<file path="config.mk">
export PLATFORM = sky130hd
export DESIGN_NAME = fb_access_arbiter
export DESIGN_NICKNAME = d
export VERILOG_FILES = /design/src/rtl/fb_access_arbiter_pkg.sv /design/src/rtl/fb_access_arbiter_wr_fifo.sv /design/src/rtl/fb_access_arbiter.sv
export SDC_FILE = /design/constraint.sdc
export NUM_CORES = 1
export LEC_CHECK = 0
export CAP_MARGIN = 20
export CORE_MARGIN = 10
export CORE_UTILIZATION = 35
export DETAILED_ROUTE_END_ITERATION = 10
export RECOVER_POWER = 25
export SLEW_MARGIN = 20
export SYNTH_ARGS = -nofsm -noshare
export SYNTH_HDL_FRONTEND = slang
export SYNTH_HIERARCHICAL = 1
export SYNTH_SLANG_ARGS = --single-unit
</file>
<file path="constraint.sdc">
create_clock -name i_pixclk -period 3.3 [get_ports i_pixclk]
set_clock_uncertainty 0.15 [all_clocks]
set_input_delay 0.825 -clock i_pixclk [delete_from_list [all_inputs] [get_ports i_pixclk]]
set_output_delay 0.825 -clock i_pixclk [all_outputs]
set_load 0.01 [all_outputs]
</file>
<file path="src/rtl/fb_access_arbiter_pkg.sv">
// Shared constants, types and the read-address helper for the framebuffer access arbiter.
package fb_access_arbiter_pkg;

    localparam int WIDTH      = 640;
    localparam int HEIGHT     = 480;
    localparam int COOR_WIDTH = 11;
    localparam int FB_W       = WIDTH / 2;
    localparam int FB_H       = HEIGHT / 2;
    localparam int FB_ADDR_W  = 17;
    localparam int PIX_W      = 24;
    localparam int FB_PIXELS  = FB_W * FB_H;

    typedef logic [COOR_WIDTH-1:0] coord_t;
    typedef logic [FB_ADDR_W-1:0]  fb_addr_t;
    typedef logic [PIX_W-1:0]      pix_t;

    typedef enum logic {
        RD_SLOT,
        WR_SLOT
    } slot_e;

    typedef struct packed {
        fb_addr_t addr;
        pix_t     data;
    } wr_req_t;

    typedef struct packed {
        logic     en;
        logic     we;
        fb_addr_t addr;
        pix_t     wdata;
    } mem_req_t;

    // (y>>1)*FB_W + (x>>1) as a constant shift-add; one adder per set bit of FB_W.
    function automatic fb_addr_t fb_rd_addr(input coord_t x, input coord_t y);
        fb_addr_t col;
        fb_addr_t row;
        fb_addr_t acc;
        col = fb_addr_t'(x >> 1);
        row = fb_addr_t'(y >> 1);
        acc = col;
        for (int b = 0; b < FB_ADDR_W; b++) begin
            if (FB_W[b]) acc = acc + (row << b);
        end
        return acc;
    endfunction

endpackage

</file>
<file path="src/rtl/fb_access_arbiter_wr_fifo.sv">
// Synchronous show-ahead FIFO for pending framebuffer writes; extra pointer bit separates full from empty.
module fb_access_arbiter_wr_fifo
    import fb_access_arbiter_pkg::*;
#(
    parameter int DEPTH = 4
) (
    input  logic    i_clk,
    input  logic    i_rst,
    input  logic    i_push,
    input  wr_req_t i_req,
    input  logic    i_pop,
    output wr_req_t o_head,
    output logic    o_full,
    output logic    o_empty
);

    localparam int AW = $clog2(DEPTH);
    localparam logic [AW:0] PTR_ONE = (AW+1)'(1);

    wr_req_t     r_mem [DEPTH];
    logic [AW:0] r_wptr;
    logic [AW:0] r_rptr;
    logic        w_do_push;
    logic        w_do_pop;

    assign w_do_push = i_push && !o_full;
    assign w_do_pop  = i_pop && !o_empty;

    always_ff @(posedge i_clk) begin
        if (i_rst) begin
            r_wptr <= '0;
            r_rptr <= '0;
        end else begin
            if (w_do_push) r_wptr <= r_wptr + PTR_ONE;
            if (w_do_pop)  r_rptr <= r_rptr + PTR_ONE;
        end
    end

    always_ff @(posedge i_clk) begin
        if (w_do_push && !i_rst) r_mem[r_wptr[AW-1:0]] <= i_req;
    end

    assign o_head  = r_mem[r_rptr[AW-1:0]];
    assign o_empty = (r_wptr == r_rptr);
    assign o_full  = (r_wptr[AW] != r_rptr[AW]) && (r_wptr[AW-1:0] == r_rptr[AW-1:0]);

endmodule

</file>
<file path="src/rtl/fb_access_arbiter.sv">
// Single-port framebuffer arbiter: even active columns read for scan-out, every other cycle
// drains the writer FIFO. Display pixels appear two cycles after their scan coordinate.
module fb_access_arbiter
    import fb_access_arbiter_pkg::*;
#(
    parameter int FIFO_DEPTH = 4
) (
    input  logic                  i_pixclk,
    input  logic                  i_rst,
    input  logic [COOR_WIDTH-1:0] i_scan_x,
    input  logic [COOR_WIDTH-1:0] i_scan_y,
    input  logic                  i_wr_valid,
    output logic                  o_wr_ready,
    input  logic [FB_ADDR_W-1:0]  i_wr_addr,
    input  logic [PIX_W-1:0]      i_wr_data,
    output logic                  o_wr_err,
    output logic                  o_mem_en,
    output logic                  o_mem_we,
    output logic [FB_ADDR_W-1:0]  o_mem_addr,
    output logic [PIX_W-1:0]      o_mem_wdata,
    input  logic [PIX_W-1:0]      i_mem_rdata,
    output logic [PIX_W-1:0]      o_pix_out,
    output logic                  o_pix_valid
);

    localparam coord_t   ACT_W    = coord_t'(WIDTH);
    localparam coord_t   ACT_H    = coord_t'(HEIGHT);
    localparam fb_addr_t FB_LIMIT = fb_addr_t'(FB_PIXELS);

    logic     w_active;
    slot_e    w_slot;
    fb_addr_t w_rd_addr;
    logic     w_fire;
    logic     w_in_range;
    logic     w_push;
    logic     w_pop;
    logic     w_full;
    logic     w_empty;
    wr_req_t  w_req;
    wr_req_t  w_head;
    mem_req_t w_mem_nxt;
    mem_req_t r_mem;
    logic     r_wr_err;
    logic [2:1] r_vld_pipe;
    logic [2:1] r_rd_pipe;
    pix_t     r_pix_hold;

    assign w_active  = (i_scan_x < ACT_W) && (i_scan_y < ACT_H);
    assign w_slot    = (w_active && !i_scan_x[0]) ? RD_SLOT : WR_SLOT;
    assign w_rd_addr = fb_rd_addr(i_scan_x, i_scan_y);

    // Out-of-range writes still complete the handshake so the writer never stalls on them.
    assign o_wr_ready = !w_full && !i_rst;
    assign w_fire     = i_wr_valid && o_wr_ready;
    assign w_in_range = (i_wr_addr < FB_LIMIT);
    assign w_push     = w_fire && w_in_range;
    assign w_pop      = (w_slot == WR_SLOT) && !w_empty;
    assign w_req      = '{addr: i_wr_addr, data: i_wr_data};

    fb_access_arbiter_wr_fifo #(
        .DEPTH (FIFO_DEPTH)
    ) u_wr_fifo (
        .i_clk   (i_pixclk),
        .i_rst   (i_rst),
        .i_push  (w_push),
        .i_req   (w_req),
        .i_pop   (w_pop),
        .o_head  (w_head),
        .o_full  (w_full),
        .o_empty (w_empty)
    );

    always_comb begin
        w_mem_nxt       = r_mem;
        w_mem_nxt.en    = 1'b0;
        w_mem_nxt.we    = 1'b0;
        if (w_slot == RD_SLOT) begin
            w_mem_nxt.en   = 1'b1;
            w_mem_nxt.addr = w_rd_addr;
        end else if (!w_empty) begin
            w_mem_nxt.en    = 1'b1;
            w_mem_nxt.we    = 1'b1;
            w_mem_nxt.addr  = w_head.addr;
            w_mem_nxt.wdata = w_head.data;
        end
    end

    always_ff @(posedge i_pixclk) begin
        if (i_rst) begin
            r_mem    <= '0;
            r_wr_err <= 1'b0;
        end else begin
            r_mem <= w_mem_nxt;
            if (w_fire && !w_in_range) r_wr_err <= 1'b1;
        end
    end

    // Stage 2 of the read pipe is the cycle the RAM data is on i_mem_rdata; the odd column reuses it.
    always_ff @(posedge i_pixclk) begin
        if (i_rst) begin
            r_vld_pipe <= '0;
            r_rd_pipe  <= '0;
            r_pix_hold <= '0;
        end else begin
            r_vld_pipe <= {r_vld_pipe[1], w_active};
            r_rd_pipe  <= {r_rd_pipe[1], (w_slot == RD_SLOT)};
            if (r_rd_pipe[2]) r_pix_hold <= i_mem_rdata;
        end
    end

    assign o_mem_en    = r_mem.en;
    assign o_mem_we    = r_mem.we;
    assign o_mem_addr  = r_mem.addr;
    assign o_mem_wdata = r_mem.wdata;
    assign o_wr_err    = r_wr_err;
    assign o_pix_valid = r_vld_pipe[2];
    assign o_pix_out   = !r_vld_pipe[2] ? '0 :
                         r_rd_pipe[2]   ? i_mem_rdata : r_pix_hold;

endmodule

</file>
# Word-level counts from Yosys, hierarchy flattened

Memory sizes are Yosys's and may differ from the RTL's. A register that Yosys moved wholly into a read port is not among the register bits.
Cells that the tools add are included.

$add $sub $neg: 4
$lt $le $gt $ge: 3
Equal/unequal tests: 4
Muxes and demuxes: 10
Bitwise gates (word level): 2
Reductions and logical operators: 18

Operators by type and width:

| kind                   | count |
|---|---|
| $mux W24               | 2 |
| $mux W43               | 1 |
| $add A10 B16 Y17       | 1 |
| $add A17 B17 Y17       | 1 |
| $lt A17 B17 Y1 const B | 1 |
| $mux W17               | 1 |
| $logic_and A1 B1 Y1    | 11 |
| $lt A11 B10 Y1 const B | 1 |
| $lt A11 B9 Y1 const B  | 1 |
| $add A3 B1 Y3 const B  | 2 |
| $logic_not A1 Y1       | 5 |
| $mux W1                | 4 |
| $mux W2                | 2 |
| $eq A3 B3 Y1           | 1 |
| $eq A2 B2 Y1           | 1 |
| $ne A2 B2 Y1 const B   | 1 |
| $not A1 Y1             | 2 |
| $reduce_and A2 Y1      | 1 |
| $reduce_or A2 Y1       | 1 |
| $ne A1 B1 Y1           | 1 |

Register bits after elaboration: 78
Memory bits (writable): 164
Input bits: 90
Word-level logic and storage cells: 52
Memories kept: 1

Memory list:

| memory          | depth | width | rd ports | clocked after memory_dff | write ports | RTL line                        | text |
|---|---|---|---|---|---|---|---|
| u_wr_fifo.r_mem | 4     | 41    | 1        | 1                        | 1           | fb_access_arbiter_wr_fifo.sv:20 | `wr_req_t r_mem [DEPTH];` |

# Depth between registers and ports, before layout

Word-level depth: 10
Depth in mapped cells: 11
Mapped depth without buffers: 10

# Modules after synthesis

Netlist, hierarchy kept.

By module, submodules not included:

| module                    | times used | cells each | area each (sq um) |
|---|---|---|---|
| fb_access_arbiter_wr_fifo | 1          | 285        | 6528.8 |
| fb_access_arbiter         | 1          | 383        | 3369.5 |

# Worst setup path before layout

OpenSTA, ideal clock, no wires.

Path type: input port to flip-flop
From: input i_rst
To: memory u_wr_fifo/r_mem[3][0] in the netlist's numbering, enable pin
Library setup time: 0.402 ns
Arrival: 2.803 ns
Path slack: -0.055 ns
Stages on the path: 7
Path buffers: 2
Path through: clkbuf_1 > nor2_1 > nand2_1 > nor2_1 > clkbuf_1 > and2_1 > and2_1

Longest elaborated chain between the ends: 8

RTL lines:

| element                       | RTL line                        | text |
|---|---|---|
| start, declared               | fb_access_arbiter.sv:9          | `input logic i_rst,` |
| $logic_not A1 Y1              | fb_access_arbiter.sv:53         | `assign o_wr_ready = !w_full && !i_rst;` |
| $logic_and A1 B1 Y1           | fb_access_arbiter.sv:53         |  |
| named net o_wr_ready          | fb_access_arbiter.sv:13         | `output logic o_wr_ready,` |
| $logic_and A1 B1 Y1           | fb_access_arbiter.sv:54         | `assign w_fire = i_wr_valid && o_wr_ready;` |
| $logic_and A1 B1 Y1           | fb_access_arbiter.sv:56         | `assign w_push = w_fire && w_in_range;` |
| named net w_push              | fb_access_arbiter.sv:35         | `logic w_push;` |
| $logic_and A1 B1 Y1           | fb_access_arbiter_wr_fifo.sv:26 | `assign w_do_push = i_push && !o_full;` |
| $logic_and A1 B1 Y1           | fb_access_arbiter_wr_fifo.sv:40 | `if (w_do_push && !i_rst) r_mem[r_wptr[AW-1:0]] <= i_req;` |
| $mux W1                       | fb_access_arbiter_wr_fifo.sv:40 |  |
| $mux W1 (not written as such) | fb_access_arbiter_wr_fifo.sv:40 |  |
| end, declared                 | fb_access_arbiter_wr_fifo.sv:20 |  |

The timed path passes the listed nets, and every way through them passes these cells.

# Final worst setup path

From: input i_scan_y[3]
To: register r_mem (netlist bit o_mem_addr[16])

Longest elaborated chain between the ends: 4
Elaborated cells on any way between the ends: 7
Classes of those cells: add/sub: 2; order compare: 1; eq/ne: 1; mux: 1; reduce/logical: 2

RTL lines:

| element                                                  | RTL line                | text |
|---|---|---|
| start, declared                                          | fb_access_arbiter.sv:11 | `input logic [COOR_WIDTH-1:0] i_scan_y,` |
| branches (longest 4 deep; another with $add A10 B16 Y17) | n/a                     |  |
| end signal, assigned                                     | fb_access_arbiter.sv:93 | `r_mem <= w_mem_nxt;` |
| end, declared                                            | fb_access_arbiter.sv:42 | `mem_req_t r_mem;` |

Several ways; the timed one is not identified.
A chain may end at the register's enable or synchronous reset.

==> impl_metrics.yaml <==
setup_path:
  timing.rr.start: "u_wr_fifo/r_rptr[0]$_SDFFE_PP0P_"
  endpoint_kind: "flip-flop"
  crit_type: "input pin to flip-flop"
  crit_slowest_cell: "fa_1"
  cp.depth: 11
  rr_endpoint: "u_wr_fifo/r_mem[3][36]$_DFFE_PP_"
  path_cells: "clkdlybuf4s50_1, inv_1, fa_1, inv_1, ha_4, a211o_1, a21o_1, a21oi_2, nand4b_1, mux2i_1, a2111o_1"
  cp.required_ns: 3.56
  crit_fanout: 2
  startpoint_type: "input pin"
  r2r_cells: 10
  critical_path_buf_inv_count: 3
  critPathTopFamily: "compound AO/OA/AOI/OAI gates"
  ff2ff_setup_slack_ns: 0.87
  slowest_delay_ns: 0.56
  cpMostUsedCell: "inv_1"
  cp.arrival_ns: 3.48
logic_synthesis:
  yosysTopAreaCellShare_pct: 49.8
  async_reset_ff_share_pct: 0
  synth_edf_count: 164
  yosysUniqueCellTypes: 52
  synth_largest_area_cell: "edfxtp_1"
  synth_seq_cells: 244
  postSynthCellCount: 668
  syn_area_mm2: 0.00990
  synthTopCellsByArea: "edfxtp_1 (50%), dfxtp_1 (16%), mux4_2 (9.3%)"
  synth_ff_type: "edfxtp_1"
  yosys_warnings: 6
  synthesis.nets: 783
  seq_area_frac_synth_pct: 65.9
  avgSynthCellArea_um2: 14.8
clocking:
  cts_buffer_depth: 3
  clock_latency_ns: 0.53
  ctsHtreeMaxLevel: 1
  cts_buffers: 27
  tritoncts: "done"
  clk_pin_slew_ns: 0.06
  cts-root-buf: "clkbuf_16"
  cts.sinks: 244
  ctsHoldBuffers: 0
detailed_routing:
  drt_iter0_drc: 299
  routed_wl_um: 23000
  drc: 0
  dr_total_vias: 6029
  wl_per_cell_um: 18.3
  ant_nets: 0
  avgViaCountPerCell: 4.80
  dr.pass1.iters: 4
die:
  die_h_um: 188
  fp.dieW_um: 188
  initial_core_util_pct: 35.5
  fp.dieArea_mm2: 0.0354
  core_area_mm2: 0.0279
  ios: 160
  std_cell_rows: 61
grt:
  grt_pass1_vias: 6314
  grt_overflow: 0
  grtUsageTotal_pct: 12.7
  grt_max_degree: 45
  antenna_found_initial: 3
  grt_pass1_wl_um: 36400
power:
  p_per_area_mw_per_mm2: 607
  ir_worst_vdd_uv: 454
  leakage_nw: 4.48
sta:
  tns_ns: 0
  hold_viol_final: 0
  rsz0062_at_grt: "false"
  slew_headroom_pct: 45.7
  fin_crit_ns: 3.22
  report.final.slew_viol_count: 0
  worst_slew_pin_slew_ns: 0.814
  max_freq_ghz: 0.310
  finalSetupViolCount: 0
  whs_ns: 0.287
  fin_crit_sh_pct: 97.6
finish:
  final_nets: 973
  drive_gt1_share_pct: 16.6
  area_delta_synth_final_pct: 32.0
place:
  io_buffers: 158
  gp_congestion: 0.751
  dpl.hpwl_um: 15600
flow_run:
  maxCapViolations: 0
min_path:
  hp-start: "r_vld_pipe[1]$_SDFF_PP0_"
  min_path_type: "flip-flop to flip-flop"
  whs_path_depth: 1
  hold_end: "r_vld_pipe[2]$_SDFF_PP0_"
status:
  status: "finished, final reports clean"
sequential cells by signal (all words and copies together) (netlist names), named ones only:
register          count
u_wr_fifo/r_wptr      3
o_mem_addr           17
r_pix_hold           24
o_mem_we              1
r_vld_pipe            2
o_wr_err              1
u_wr_fifo/r_rptr      3
r_rd_pipe             2
o_mem_wdata          24
o_mem_en              1
u_wr_fifo/r_mem     164
synth_stat cells, drive strengths merged (2+ instances only):
| cell | count |
|---|---|
| a211o | 2 |
| a211oi | 15 |
| a21o | 4 |
| a21oi | 36 |
| a31o | 2 |
| a31oi | 4 |
| a41oi | 2 |
| and2 | 2 |
| and3 | 5 |
| buf | 21 |
| clkbuf | 17 |
| dfxtp | 80 |
| edfxtp | 164 |
| fa | 3 |
| ha | 22 |
| inv | 13 |
| mux2i | 40 |
| mux4 | 41 |
| nand2 | 55 |
| nand2b | 5 |
| nand3 | 4 |
| nand4 | 3 |
| nor2 | 51 |
| nor2b | 29 |
| nor3 | 5 |
| nor3b | 4 |
| o211ai | 6 |
| o21a | 2 |
| o21ai | 9 |
| or3 | 2 |
| xnor2 | 7 |
| xor2 | 3 |
layout make-up:
class / count / area [µm²]
antenna: 2 / 5.00
clock buffer: 35 / 726
clock inverter: 13 / 153
fill: 2471 / 14800
inverter: 13 / 48.8
multi-input combinational: 373 / 3150
sequential: 244 / 6540
tap: 378 / 473
timing repair buffer: 199 / 1980
logic make-up (layout without fill, tap and decap cells):
logic type	Yosys count	after routing	synth area share, %
flip-flops	244	244	65.9
AND/OR/NAND/NOR	170	170	8.14
AO/OA/AOI/OAI	87	87	5.66
multiplexers	81	81	13.4
buffers and inverters	51	260	2.46
adder cells (fa/ha/maj)	25	25	3.39
XOR/XNOR	10	10	1.04
other	0	2	0
power by group:
part	switching, W	total, W	internal [W]
logic	0.000636	0.00137	0.000730
clock network	0.00118	0.00296	0.00178
registers	0.000147	0.00360	0.00346
total	0.00197	0.00794	0.00597
worst reg2reg max path, delay by kind of cell (launching register included):
kind	cells	cell delay, ns
buffers and inverters	2	0.35
DFF	1	0.36
xor gates and xnor gates	1	0.32
and+or+nand+nor	7	0.97
placed cells by master, fill, tap and decap left out, types with 6 or more instances in the layout:
cell type and n:
edfxtp_1 164, clkdlybuf4s50_1 126, dfxtp_1 75, nand2_1 54, nor2_1 50, mux4_2 41, mux2i_1 40, buf_4 35
a21oi_1 34, dlygate4sd3_1 30, nor2b_1 29, clkbuf_16 27, ha_1 21, a211oi_1 15, inv_1 12, o21ai_0 8
buf_12 7, clkbuf_1 6, clkinv_2 6
what timing repair did:
action	in CTS	in global routing
setup endpoints to repair	0	4
resized for setup	0	7
setup buffers	0	0
metrics by stage:
stage / area (µm²) / utilization [%] / instances / total power (W) / setup WS (ns)
finish: 13100 / 46.9 / 1257 / 0.00794 / 0.0791
CTS: 13000 / 46.8 / 1255 / 0.00807 / 0.0113
global placement: 12200 / 43.7 / 1207 / 0.00505 / -0.525
global route: 13100 / 46.9 / 1256 / 0.00830 / 0.0176
floorplan: 9900 / - / 668 / 0.00434 / 0.0279
detailed placement: 12200 / 43.7 / 1207 / 0.00506 / -0.552
per-layer routing:
| layer | wire length, µm | track usage [%] |
|---|---|---|
| met5 | 14 | 0 |
| met4 | 575 | 3.38 |
| met3 | 1450 | 3.27 |
| met2 | 10100 | 19.9 |
| met1 | 10800 | 17.2 |
how the worst max path moves through the flow:
stage,end,startpoint,slack [ns]
global placement,o_mem_addr[16]$_SDFFE_PP0P_,i_scan_x[9],-0.52
CTS,o_mem_addr[16]$_SDFFE_PP0P_,i_scan_x[9],0.01
global route,o_wr_ready,u_wr_fifo/r_wptr[0]$_SDFFE_PP0P_,0.02
finish,o_mem_addr[16]$_SDFFE_PP0P_,i_scan_y[3],0.08
detailed placement,o_mem_addr[16]$_SDFFE_PP0P_,i_scan_x[9],-0.55
floorplan,u_wr_fifo/r_mem[0][0]$_DFFE_PP_,i_rst,0.03
Power figures use the tool's default switching activity.
